[src/rtl/decode.sv]
// Decode stage: IF/ID register, RV32I field and immediate decode, ID/EX register,
// and load-use hazard detection that raises a single-cycle stall toward fetch.
module decode #(
    parameter int width = 32
) (
    input  logic             clk,
    input  logic             rst,
    input  logic [width-1:0] inst,
    input  logic [width-1:0] pc,
    input  logic             flush,
    output logic             delay,
    output logic             d_valid,
    output logic [width-1:0] d_pc,
    output logic [4:0]       d_rs1,
    output logic [4:0]       d_rs2,
    output logic [4:0]       d_rd,
    output logic [width-1:0] d_imm,
    output logic [6:0]       d_opcode,
    output logic [2:0]       d_funct3,
    output logic             d_funct7b5,
    output logic             d_regwrite,
    output logic             d_memread,
    output logic             d_memwrite,
    output logic             d_branch,
    output logic             d_jump,
    output logic             d_illegal
);

    localparam logic [6:0] OP_LOAD   = 7'b0000011;
    localparam logic [6:0] OP_IMM    = 7'b0010011;
    localparam logic [6:0] OP_AUIPC  = 7'b0010111;
    localparam logic [6:0] OP_STORE  = 7'b0100011;
    localparam logic [6:0] OP_OP     = 7'b0110011;
    localparam logic [6:0] OP_LUI    = 7'b0110111;
    localparam logic [6:0] OP_BRANCH = 7'b1100011;
    localparam logic [6:0] OP_JALR   = 7'b1100111;
    localparam logic [6:0] OP_JAL    = 7'b1101111;

    localparam logic [width-1:0] NOP = width'(32'h00000013);

    // IF/ID stage
    logic [width-1:0] if_inst_q, if_pc_q;
    logic             if_valid_q;

    // Decoded fields of the instruction currently in IF/ID
    logic [6:0]       dec_opcode;
    logic [4:0]       dec_rs1, dec_rs2, dec_rd;
    logic [width-1:0] dec_imm;
    logic             dec_regwrite, dec_memread, dec_memwrite, dec_branch, dec_jump;
    logic             dec_illegal, dec_rs1_used, dec_rs2_used;

    assign dec_opcode = if_inst_q[6:0];
    assign dec_rs1    = if_inst_q[19:15];
    assign dec_rs2    = if_inst_q[24:20];
    assign dec_rd     = if_inst_q[11:7];

    // Opcode-driven immediate, controls and source-register usage
    always_comb begin
        dec_imm      = '0;
        dec_regwrite = 1'b0;
        dec_memread  = 1'b0;
        dec_memwrite = 1'b0;
        dec_branch   = 1'b0;
        dec_jump     = 1'b0;
        dec_illegal  = 1'b0;
        dec_rs1_used = 1'b0;
        dec_rs2_used = 1'b0;
        unique case (dec_opcode)
            OP_LOAD: begin
                dec_imm      = {{(width-12){if_inst_q[31]}}, if_inst_q[31:20]};
                dec_regwrite = 1'b1;
                dec_memread  = 1'b1;
                dec_rs1_used = 1'b1;
            end
            OP_IMM: begin
                dec_imm      = {{(width-12){if_inst_q[31]}}, if_inst_q[31:20]};
                dec_regwrite = 1'b1;
                dec_rs1_used = 1'b1;
            end
            OP_JALR: begin
                dec_imm      = {{(width-12){if_inst_q[31]}}, if_inst_q[31:20]};
                dec_regwrite = 1'b1;
                dec_jump     = 1'b1;
                dec_rs1_used = 1'b1;
            end
            OP_STORE: begin
                dec_imm      = {{(width-12){if_inst_q[31]}}, if_inst_q[31:25], if_inst_q[11:7]};
                dec_memwrite = 1'b1;
                dec_rs1_used = 1'b1;
                dec_rs2_used = 1'b1;
            end
            OP_BRANCH: begin
                dec_imm      = {{(width-13){if_inst_q[31]}}, if_inst_q[31], if_inst_q[7],
                                if_inst_q[30:25], if_inst_q[11:8], 1'b0};
                dec_branch   = 1'b1;
                dec_rs1_used = 1'b1;
                dec_rs2_used = 1'b1;
            end
            OP_LUI, OP_AUIPC: begin
                dec_imm      = {if_inst_q[width-1:12], 12'b0};
                dec_regwrite = 1'b1;
            end
            OP_JAL: begin
                dec_imm      = {{(width-21){if_inst_q[31]}}, if_inst_q[31], if_inst_q[19:12],
                                if_inst_q[20], if_inst_q[30:21], 1'b0};
                dec_regwrite = 1'b1;
                dec_jump     = 1'b1;
            end
            OP_OP: begin
                dec_regwrite = 1'b1;
                dec_rs1_used = 1'b1;
                dec_rs2_used = 1'b1;
            end
            default: begin
                dec_illegal = 1'b1;
            end
        endcase
        // Writes to x0 are architecturally discarded, so never request them.
        if (dec_rd == 5'd0) dec_regwrite = 1'b0;
    end

    // Load-use hazard: the load in ID/EX produces a register the IF/ID instruction reads.
    // Reset and flush dominate so a squashed or reset pipeline never stalls fetch.
    always_comb begin
        delay = 1'b0;
        if (!rst && !flush && if_valid_q && d_valid && d_memread && (d_rd != 5'd0)) begin
            delay = (dec_rs1_used && (dec_rs1 == d_rd)) ||
                    (dec_rs2_used && (dec_rs2 == d_rd));
        end
    end

    // IF/ID register: reset/flush load a nop, stall holds, otherwise capture fetch
    always_ff @(posedge clk) begin
        if (rst || flush) begin
            if_inst_q  <= NOP;
            if_pc_q    <= '0;
            if_valid_q <= 1'b0;
        end else if (!delay) begin
            if_inst_q  <= inst;
            if_pc_q    <= pc;
            if_valid_q <= 1'b1;
        end
    end

    // ID/EX register: bubble on reset/flush/stall, otherwise capture the decode
    always_ff @(posedge clk) begin
        if (rst || flush || delay) begin
            d_valid    <= 1'b0;
            d_pc       <= '0;
            d_rs1      <= '0;
            d_rs2      <= '0;
            d_rd       <= '0;
            d_imm      <= '0;
            d_opcode   <= OP_IMM;
            d_funct3   <= '0;
            d_funct7b5 <= 1'b0;
            d_regwrite <= 1'b0;
            d_memread  <= 1'b0;
            d_memwrite <= 1'b0;
            d_branch   <= 1'b0;
            d_jump     <= 1'b0;
            d_illegal  <= 1'b0;
        end else begin
            d_valid    <= if_valid_q;
            d_pc       <= if_pc_q;
            d_rs1      <= dec_rs1;
            d_rs2      <= dec_rs2;
            d_rd       <= dec_rd;
            d_imm      <= dec_imm;
            d_opcode   <= dec_opcode;
            d_funct3   <= if_inst_q[14:12];
            d_funct7b5 <= if_inst_q[30];
            d_regwrite <= dec_regwrite;
            d_memread  <= dec_memread;
            d_memwrite <= dec_memwrite;
            d_branch   <= dec_branch;
            d_jump     <= dec_jump;
            d_illegal  <= dec_illegal;
        end
    end

endmodule
[config.mk]
export PLATFORM = sky130hd
export DESIGN_NAME = decode
export DESIGN_NICKNAME = d
export VERILOG_FILES = /design/src/rtl/decode.sv
export SDC_FILE = /design/constraint.sdc
export NUM_CORES = 1
export LEC_CHECK = 0
export BUFFER_PORTS_ARGS = -buffer_cell sky130_fd_sc_hd__buf_2
export CELL_PAD_IN_SITES_DETAIL_PLACEMENT = 0
export CELL_PAD_IN_SITES_GLOBAL_PLACEMENT = 1
export CORE_MARGIN = 2
export CORE_UTILIZATION = 25
export DETAILED_ROUTE_END_ITERATION = 8
export PLACE_DENSITY_LB_ADDON = 0.1
export SLEW_MARGIN = 25
export SYNTH_ARGS = -nofsm -noshare
export SYNTH_HDL_FRONTEND = slang
export SYNTH_SLANG_ARGS = --single-unit
[constraint.sdc]
create_clock -name clk -period 2.5 [get_ports clk]
set_clock_uncertainty 0.15 [all_clocks]
set_input_delay 0.375 -clock clk [delete_from_list [all_inputs] [get_ports clk]]
set_output_delay 0.375 -clock clk [all_outputs]
set_load 0.005 [all_outputs]
# After elaboration in Yosys (flattened, before gate mapping)
# Index checks and enable logic that the tools add are counted.
# classes
eq_ne	11
mux	10
n_reduce_logical	22
# op_table
op	count
32-bit one-hot mux with 5 select lines	1
7-bit by 6-bit == test with 1-bit output (second input constant)	3
7-bit == test (second input constant)	3
7-bit by 5-bit == test with 1-bit output (second input constant)	2
5-bit == test	2
1-bit 2-to-1 mux	9
9-bit OR reduction	1
7-bit by 2-bit == test with 1-bit output (second input constant)	1
1-bit logical AND	7
7-bit OR reduction	1
2-bit OR reduction	3
3-bit OR reduction	2
6-bit OR reduction	1
5-bit logical NOT	1
5-bit nonzero test	1
1-bit logical OR	3
1-bit logical NOT	2
# word_totals
ff_bits	162
input_bits	67
out_inout_bits	98
elab_cells	61

# Logic depth before layout (Yosys ltp)
# Gate-level depths: netlist of the first run.
# logic_depth
ltp_word	9
ltp_mapped	9
depth_no_buf	6

# Worst setup path after synthesis of the first run
# Ideal clock, no wire load.
# synth_timing
path_kind	reg-to-reg
startpoint	reg if_inst_q[2]
endpoint	reg if_inst_q[10]
setup_time_ps	72
t_arrival_ps	1821
required_ps	2278
slack_ps	458
path_stages_with_launch	9
path_buffers	3
period_less_slack_ps	2042
cell_sequence	dfxtp_1 > buf_6 > and4bb_4 > nand3_2 > nor4_4 > o21a_1 > buf_6 > buf_12 > mux2i_1
# synth_via
elab_chain_cells	6
word_cells_on_any_way	14
cone_classes	eq/ne (6); mux (3); reduce/logical (5)
# synth_lines
element	line_no	rtl
from (decl)	42	logic [width-1:0] if_inst_q, if_pc_q;
from (signal assigned)	139	if_inst_q <= inst;
7-bit by 6-bit == test with 1-bit output (tied with other cells)	68	unique case (dec_opcode)
6-bit OR reduction (no line) or 3-bit OR reduction (tied branches)	n/a	
1-bit 2-to-1 mux	68	
1-bit logical AND, on equally long branches	127, 128	
1-bit logical OR *	127	delay = (dec_rs1_used && (dec_rs1 == d_rd)) ||
1-bit 2-to-1 mux *	126	if (!rst && !flush && if_valid_q && d_valid && d_memread && (d_rd != 5'd0)) begin
# Every way passes the cells marked *; elsewhere a longest branch is shown, timed or not.
# A chain may end at the register's enable or synchronous reset.

# Worst setup path after layout of the first run
# layout_timing
startpoint	reg if_inst_q[2]
endpoint	out delay
# layout_via
elab_chain_cells	6
word_cells_on_any_way	14
cone_classes	eq/ne (6); mux (3); reduce/logical (5)
# layout_lines
element	line_no	rtl
7-bit by 6-bit == test with 1-bit output (tied with other cells)	68	
6-bit OR reduction (no line) or 3-bit OR reduction (tied branches)	n/a	
1-bit 2-to-1 mux	68	
1-bit logical AND, on equally long branches	127, 128	
1-bit logical OR *	127	
1-bit 2-to-1 mux *	126	
to (decl)	11	output logic delay,
# Marked as above.

==> results of run 1 <==
-- metal layers --
layer  global-route usage  wire [µm]
met1               0.1806       8134
met2               0.2166       7573
met3              0.05119       1154
met4              0.03647        198
met5                    0         13
-- path summary, 6_finish.rpt --
path	startpoint	slack [ps]	end
max	if_inst_q[2]	40	delay
min	inst[23]	20	if_inst_q[23]
max reg2reg	if_inst_q[4]	250	d_rs2[1]
min reg2reg	if_pc_q[14]	300	if_pc_q[14]
-- tightest hold or removal path: stages --
cell	delay [ps]
buf_2	100
nand2_1	40
mux2i_1	50
-- per-stage QoR --
step / cells / TNS, ps / hold WS [ps] / power (W)
floorplan: 592 / 0 / 279.0 / 0.002916
global placement: 1057 / 0 / 289.8 / 0.003063
detailed placement: 1057 / 0 / 297.6 / 0.003066
CTS: 1091 / 0 / 3.672 / 0.005687
global route: 1093 / -81.14 / 21.51 / 0.005836
finish: 1093 / 0 / 24.76 / 0.005589
-- cell type report --
class / instances / area (µm²) / share of cell area
Tap cell: 319 / 399.1 / 0.05188
Timing Repair Buffer: 196 / 1129 / 0.1467
Clock buffer: 18 / 439.2 / 0.05708
Clock inverter: 14 / 140.1 / 0.01821
Multi-Input combinational cell: 375 / 2301 / 0.2991
Inverter: 9 / 36.28 / 0.004716
Sequential cell: 162 / 3249 / 0.4223
-- flip-flops by register name (all words and copies together) (netlist names), 3 cells and up --
register	cells
if_pc_q	32
d_rs2	5
d_imm	32
d_funct3	3
d_opcode	7
if_inst_q	32
d_rs1	5
d_pc	32
d_rd	5
-- cell usage in the layout (no fill, tap or decap), types with 3 or more instances in the layout --
master,instances
buf_2,164
dfxtp_1,157
nand2_1,127
mux2i_1,61
and3_1,58
nor3_1,32
buf_4,25
a21oi_1,21
clkbuf_16,17
nor2_1,10
nor4_1,9
inv_1,8
xnor2_1,6
inv_6,6
a22oi_1,5
or3_1,5
dfxtp_2,5
buf_12,5
xor2_1,4
o21ai_0,4
nand3_1,3
clkinv_4,3
-- logic make-up after synthesis --
group / count (synthesis) / share of synthesized area
AO/OA/AOI/OAI: 40 / 0.04172
XOR/XNOR: 10 / 0.01475
buffers and inverters: 55 / 0.07206
flip-flops: 162 / 0.5461
multiplexers: 61 / 0.1028
AND/OR/NAND/NOR: 264 / 0.2225
-- what timing repair did --
item | in CTS | in global routing
endpoints found under the hold margin | 2 | 0
pin swaps | 1 | 4
setup endpoints to repair | 1 | 1
gates resized for setup | 3 | 4
hold buffers | 2 | 0
setup buffers | 0 | 2
-- where the power goes --
| part | switching [W] | internal [W] |
|---|---|---|
| clock | 0.00115 | 0.00143 |
| combinational | 0.000178 | 0.000143 |
| sequential | 0.0000429 | 0.00265 |
==> impl_table.tex, run 1 <==
\begin{tabular}{lr}
\hline
Metric & Value \\
\hline
\multicolumn{2}{l}{\textbf{Run status}} \\
Result of the run & finished, final reports clean \\
\multicolumn{2}{l}{\textbf{Synth}} \\
Yosys top cell area share & 0.5461 \\
Commonest register cell after synthesis & dfxtp\_1 \\
Cell types occupying the most area after synthesis & dfxtp\_1 (55\%), mux2i\_1 (10\%), nand2\_1 (8.0\%), and3\_1 (6.1\%), nor3\_1 (2.8\%) \\
Distinct cells, synth & 48 \\
Share of flip-flops with an asynchronous set or reset & 0 \\
Most frequent cell after synthesis & dfxtp\_1 \\
Register bit total from synthesis & 162 \\
Mapped cell area & approximately 5900 µm² \\
Cell type with the largest total area after synthesis & dfxtp\_1 \\
Syn. warnings & 0 \\
Post-Synthesis Cells & 592 \\
Portion of the post-synthesis area used by sequential elements & 0.5461 \\
Post-Synthesis Mean Instance Area & between 10 and 15 µm² \\
Net Count, Synth & $\sim$660 \\
Most frequent cells after synthesis & dfxtp\_1 (162), nand2\_1 (127), mux2i\_1 (61), and3\_1 (58), nor3\_1 (33) \\
EDFF count, synth & 0 \\
\multicolumn{2}{l}{\textbf{Clock tree}} \\
Root Driver & clkbuf\_16 \\
Count of clock tree sinks & roughly 160 \\
Clock tree from TritonCTS & built \\
Cts bufs inserted & 17 \\
H-tree depth & 4 \\
Largest buffer count on any clock path & 2 \\
Clock input transition at the sequential cells of the worst setup and hold paths & approximately 70 ps \\
Clock network latency to the later pin of the worst-skew pair & 430 ps \\
\multicolumn{2}{l}{\textbf{Finish}} \\
Layout overhead on the synthesized area & 29.56\% \\
Layout fillers & between 2,000 and 3,000 \\
Layout net count & between 800 and 900 \\
Diode count & 0 \\
Share of post-route cells with drive strength above 1 & 0.3140 \\
Fraction of the core area covered by cells at the end of the flow & 0.3288 \\
Fin area & $\sim$7700 µm² \\
\multicolumn{2}{l}{\textbf{STA}} \\
RSZ-0062 raised after global routing & yes \\
Post-route clock period utilization & 0.9838 \\
Final worst-path setup slack & just over 40 ps \\
Worst slew margin & 0.6308 \\
Number of endpoints with negative hold slack in the final report & 0 \\
Minimum period implied by the final worst setup slack & between 2000 and 2500 ps \\
Highest achievable clock rate & a little over 400 MHz \\
Number of max-slew violations in the final report & 0 \\
Worst Max-Slew Pin Slew & roughly 550 ps \\
Setup violations, final & 0 \\
\multicolumn{2}{l}{\textbf{Floorplanning}} \\
Initial standard-cell utilization of the core & 0.2537 \\
Number of standard-cell rows in the floorplan & 56 \\
Die ar. & 25,000 µm² \\
Die outline height & $\sim$160 µm \\
Chip Width & approximately 160 µm \\
Top-level port count & approximately 170 \\
Placeable core area & around 23,000 µm² \\
\multicolumn{2}{l}{\textbf{Route}} \\
Pre-Repair DR Iteration Count & 4 \\
Total Wirelength & 17.07 mm \\
Residual DRC count & 0 \\
Overall via count from detail\_route & 4,714 \\
Detailed-route wire length per cell & $\sim$16 µm \\
Antenna Nets Post-Route & 0 \\
Initial detailed-routing violation count & 173 \\
Via density per instance & 4.313 \\
\multicolumn{2}{l}{\textbf{Global routing}} \\
Final global-route overflow total & 0 \\
Number of antenna violations at the first check in global routing & 1 \\
Maximum number of pins on one net before global-route repair & 141 \\
Combined global-route utilization of all metal layers & 0.1387 \\
First-pass GRT wire length & $\sim$27 mm \\
Via count of the first global-routing pass & between 4,000 and 5,000 \\
\multicolumn{2}{l}{\textbf{Setup path}} \\
Chain of cells forming the critical path & and4bb\_4 > nand3\_4 > nor4\_4 > nor2\_1 > nor3\_2 > buf\_2 \\
Depth of the most critical reg-to-reg path & 8 \\
Slowest stage delay, CP & 350 ps \\
Maximum fanout encountered on the critical timing path & 3 \\
Critical path data required time & 1980 ps \\
Total buffers and inverters traversed by the critical path & 1 \\
Cell family contributing the most delay on the critical path & simple AND/OR/NAND/NOR gates \\
Capturing element type of the critical path & primary output \\
Critical Path Stages & 6 \\
Setup CP Type & reg2out \\
CP max-delay cell & and4bb\_4 \\
Data arrival time of the worst path & around 1900 ps \\
Crit path launch type & flip-flop \\
\multicolumn{2}{l}{\textbf{Power and ir drop}} \\
Power per cell area & $\sim$730 nW/µm² \\
Leakage power figure & 3.387 nW \\
Worst ir drop on vdd & approximately 360 µV \\
\multicolumn{2}{l}{\textbf{Min path}} \\
Hold-critical path depth & 3 \\
Tightest Hold Check Type & in2reg \\
\multicolumn{2}{l}{\textbf{Flow run}} \\
Number of max-cap violations & 0 \\
\multicolumn{2}{l}{\textbf{Place}} \\
Number of port buffers & 164 \\
Placer Congestion & around 0.75 \\
Post-placement setup slack & 37.66 ps \\
Post-placement cell area & $\sim$7100 µm² \\
Post-DP HPWL & 11.83 mm \\
\hline
\end{tabular}
(Power assumes the default switching activity.)
==> run 2, diff against run 1 <==
--- a/config.mk
+++ b/config.mk
@@ -5,6 +5,7 @@
 export SDC_FILE = /design/constraint.sdc
 export NUM_CORES = 1
 export LEC_CHECK = 0
+export ABC_AREA = 1
 export BUFFER_PORTS_ARGS = -buffer_cell sky130_fd_sc_hd__buf_2
 export CELL_PAD_IN_SITES_DETAIL_PLACEMENT = 0
 export CELL_PAD_IN_SITES_GLOBAL_PLACEMENT = 1
@@ -12,7 +13,6 @@
 export CORE_UTILIZATION = 25
 export DETAILED_ROUTE_END_ITERATION = 8
 export PLACE_DENSITY_LB_ADDON = 0.1
-export SLEW_MARGIN = 25
 export SYNTH_ARGS = -nofsm -noshare
 export SYNTH_HDL_FRONTEND = slang
 export SYNTH_SLANG_ARGS = --single-unit
==> impl_table.tex, run 2 <==
\begin{tabular}{lr}
\hline
Metric & Value \\
\hline
\multicolumn{2}{l}{\textbf{Synth}} \\
Mapped cell area & 5874 µm² (-1.1\%) \\
Post-Synthesis Mean Instance Area & 7.669 µm² (-24\%) \\
Cell types occupying the most area after synthesis & dfxtp\_1 (55\%), nor2\_1 (11\%), nand2\_1 (7.4\%), nand3\_1 (6.3\%), inv\_1 (5.9\%) \\
Commonest register cell after synthesis & dfxtp\_1 \\
Distinct cells, synth & 27 (-44\%) \\
EDFF count, synth & 0 (unchanged) \\
Yosys top cell area share & 0.5521 (+0.005933) \\
Post-Synthesis Cells & 766 (+29\%) \\
Net Count, Synth & 833 (+26\%) \\
Syn. warnings & 0 (unchanged) \\
Most frequent cells after synthesis & nor2\_1 (168), dfxtp\_1 (162), nand2\_1 (116), inv\_1 (92), nand3\_1 (74) \\
Cell type with the largest total area after synthesis & dfxtp\_1 \\
Share of flip-flops with an asynchronous set or reset & 0 (unchanged) \\
Most frequent cell after synthesis & nor2\_1 \\
Portion of the post-synthesis area used by sequential elements & 0.5521 (+0.005933) \\
Register bit total from synthesis & 162 (unchanged) \\
\multicolumn{2}{l}{\textbf{Power and ir drop}} \\
Power per cell area & 739.5 nW/µm² (+1.8\%) \\
Leakage power figure & 3.564 nW (+5.2\%) \\
Comb pwr share & 0.084 (+0.027) \\
Worst ir drop on vdd & 360.8 µV (about the same) \\
Clk pwr share & 0.454 (-0.007) \\
Switching power share of the total & 0.2538 (+0.008209) \\
Switching pwr & 0.001473 W (+7.3\%) \\
Power Internal & 0.004331 W (+2.7\%) \\
Sequential power share & 0.462 (-0.019) \\
\multicolumn{2}{l}{\textbf{Setup path}} \\
Setup CP Type & reg2out \\
Critical path data required time & 1980 ps (about the same) \\
Crit path launch type & flip-flop \\
Reg-to-Reg Start & if\_inst\_q[2] \\
Depth of the most critical reg-to-reg path & 11 (+3) \\
Maximum fanout encountered on the critical timing path & 10 (+7) \\
Data arrival time of the worst path & 1780 ps (-150 ps) \\
Terminus of the critical flop-to-flop path & d\_imm[21] \\
Reg-to-reg setup timing slack & 400 ps (+150 ps) \\
Capturing element type of the critical path & primary output \\
\multicolumn{2}{l}{\textbf{Min path}} \\
Hold Startpoint & inst[27] \\
Endpoint of the worst hold path & if\_inst\_q[27] \\
Hold-critical path depth & 3 (unchanged) \\
Tightest Hold Check Type & in2reg \\
\multicolumn{2}{l}{\textbf{Clock tree}} \\
H-tree depth & 4 (unchanged) \\
Root Driver & clkbuf\_16 \\
Clock network latency to the later pin of the worst-skew pair & 430 ps (about the same) \\
Cts bufs inserted & 17 (unchanged) \\
Count of clock tree sinks & 162 (unchanged) \\
Clock tree from TritonCTS & built \\
Largest buffer count on any clock path & 2 (unchanged) \\
Clock input transition at the sequential cells of the worst setup and hold paths & 70 ps (about the same) \\
\multicolumn{2}{l}{\textbf{Global routing}} \\
Combined global-route utilization of all metal layers & 0.1440 (+0.005323) \\
Final global-route overflow total & 0 (unchanged) \\
Via count of the first global-routing pass & 5,074 (+6.6\%) \\
Maximum number of pins on one net before global-route repair & 86 (-39\%) \\
First-pass GRT wire length & 27.38 mm (+3.2\%) \\
Number of antenna violations at the first check in global routing & 1 (unchanged) \\
\multicolumn{2}{l}{\textbf{STA}} \\
Highest achievable clock rate & 433.5 MHz (+6.6\%) \\
Number of max-slew violations in the final report & 0 (unchanged) \\
Minimum period implied by the final worst setup slack & 2307 ps (-153.1 ps) \\
RSZ-0062 raised after global routing & no \\
Worst Max-Slew Pin Slew & 415.5 ps (-138.3 ps) \\
Sum Neg Setup Slack & 0 ps (unchanged) \\
Worst slew margin & 0.7227 (+0.09189) \\
Setup violations, final & 0 (unchanged) \\
Post-route clock period utilization & 0.9226 (-0.06122) \\
Worst hold margin & 16.40 ps (-8.354 ps) \\
Number of endpoints with negative hold slack in the final report & 0 (unchanged) \\
\multicolumn{2}{l}{\textbf{Finish}} \\
Commonest cells after routing, fill and taps aside & nor2\_1 (165), buf\_2 (164), dfxtp\_1 (157) \\
Count of non-filler cells in the finished layout & 1,262 (+15\%) \\
Fin area & 7849 µm² (+2.0\%) \\
Share of post-route cells with drive strength above 1 & 0.2527 (-0.06130) \\
Layout overhead on the synthesized area & 33.61\% \\
Layout fillers & 2,672 (+6.3\%) \\
Commonest non-fill, non-tap cell in the layout & nor2\_1 \\
Layout net count & 997 (+20\%) \\
\multicolumn{2}{l}{\textbf{Place}} \\
Post-DP HPWL & 11.52 mm (-2.6\%) \\
Number of port buffers & 164 (unchanged) \\
Total placed cells including tap cells & 1,216 (+15\%) \\
Placer Congestion & 0.7309 (-3.0\%) \\
Post-placement cell area & 7052 µm² (-0.12\%) \\
\multicolumn{2}{l}{\textbf{Floorplanning}} \\
Chip Width & 157.3 µm (-0.52\%) \\
Die outline height & 157.3 µm (-0.52\%) \\
Die ar. & 24,740 µm² (-1.0\%) \\
Number of standard-cell rows in the floorplan & 56 (unchanged) \\
Top-level port count & 165 (unchanged) \\
Placeable core area & 23,260 µm² (-0.60\%) \\
Initial standard-cell utilization of the core & 0.2525 (-0.001215) \\
\multicolumn{2}{l}{\textbf{Route}} \\
Overall via count from detail\_route & 5,133 (+8.9\%) \\
Pre-Repair DR Iteration Count & 5 (+1) \\
Via density per instance & 4.067 (-5.7\%) \\
Antenna Nets Post-Route & 0 (unchanged) \\
Residual DRC count & 0 (unchanged) \\
Total Wirelength & 17.23 mm (+0.88\%) \\
Detailed-route wire length per cell & 13.65 µm (-13\%) \\
Initial detailed-routing violation count & 226 (+31\%) \\
\multicolumn{2}{l}{\textbf{Flow run}} \\
Number of max-cap violations & 0 (unchanged) \\
\multicolumn{2}{l}{\textbf{Run status}} \\
Result of the run & finished, final reports clean \\
\hline
\end{tabular}
## run 2: cell types whose count changed in the layout (fill, tap and decap cells not counted), moves of 6 or more
cell | before | now
nor4_1 | 9 | 0
nor2_1 | 10 | 165
and3_1 | 58 | 1
dlygate4sd3_1 | 2 | 13
mux2i_1 | 61 | 0
buf_4 | 25 | 8
inv_1 | 8 | 89
nand2_1 | 127 | 110
nor3_1 | 32 | 4
inv_2 | 0 | 6
o22ai_1 | 0 | 9
a21oi_1 | 21 | 65
nand3_1 | 3 | 73
## run 2: metrics by stage
stage / power [W] / worst slack, ps / utilization
final: 0.005805 / 193.4 / 0.3374
after global routing: 0.006100 / 31.90 / 0.3373
after CTS: 0.005914 / 3.084 / 0.3350
after detailed placement: 0.003209 / 169.6 / 0.3031
after global placement: 0.003213 / 175.1 / 0.3031
after floorplan: 0.003016 / 615.3 / -
## run 2: worst max-delay path by stage
stage | slack [ps] | endpoint | startpoint | cells after the start
detailed placement | 170 | delay | flush | 8
floorplan | 620 | delay | flush | 7
CTS | 3 | delay | if_inst_q[6] | 9
global placement | 180 | delay | flush | 8
global route | 30 | delay | if_inst_q[1] | 9
finish | 190 | delay | if_inst_q[5] | 9
## run 2: timing repair
action | 4_1_cts | 5_1_grt
setup endpoints to repair | 1 | 1
endpoints found under the hold margin | 13 | 0
resized for setup | 5 | 17
hold buffers | 13 | 0
gates cloned | 0 | 0
pin swaps | 1 | 3
buffers inserted | 1 | 0
## run 2: cells by family after synthesis
logic type | share of synthesized area
AO/OA/AOI/OAI | 0.06880
XOR/XNOR | 0.01044
buffers and inverters | 0.1046
flip-flops | 0.5521
AND/OR/NAND/NOR | 0.2641
## run 2: power groups by stage
stage          Sequential, W  Clock (W)  Combinational (W)
2_1_floorplan        0.00273          0           0.000284
3_3_place_gp         0.00274          0           0.000475
3_5_place_dp         0.00274          0           0.000472
4_1_cts              0.00268    0.00274           0.000493
5_1_grt              0.00269    0.00286           0.000554
6_report             0.00268    0.00264           0.000489
## run 2: layout make-up
class | count | area [µm²] | area share
Antenna cell | 1 | 2.502 | 0.0003188
Clock buffer | 18 | 439.2 | 0.05595
Clock inverter | 13 | 150.1 | 0.01913
Inverter | 97 | 364.1 | 0.04639
Multi-Input combinational cell | 460 | 2093 | 0.2667
Sequential cell | 162 | 3249 | 0.4140
Tap cell | 319 | 399.1 | 0.05085
Timing Repair Buffer | 192 | 1151 | 0.1467
## run 2: critical path, stage by stage (launching register included)
cell and delay (ps):
dfxtp_2 400, nand2_2 130, nor2_4 130, nand2_1 100, nand3_4 120, nor2_4 60
nor2_4 130, nand2_4 110, inv_2 80, buf_2 110
## run 2: per-layer routing
layer  routed length (µm)  global-route usage
met4                  178             0.04156
met1                 8381              0.1918
met5                    0                   0
met3                 1094             0.04681
met2                 7570              0.2227
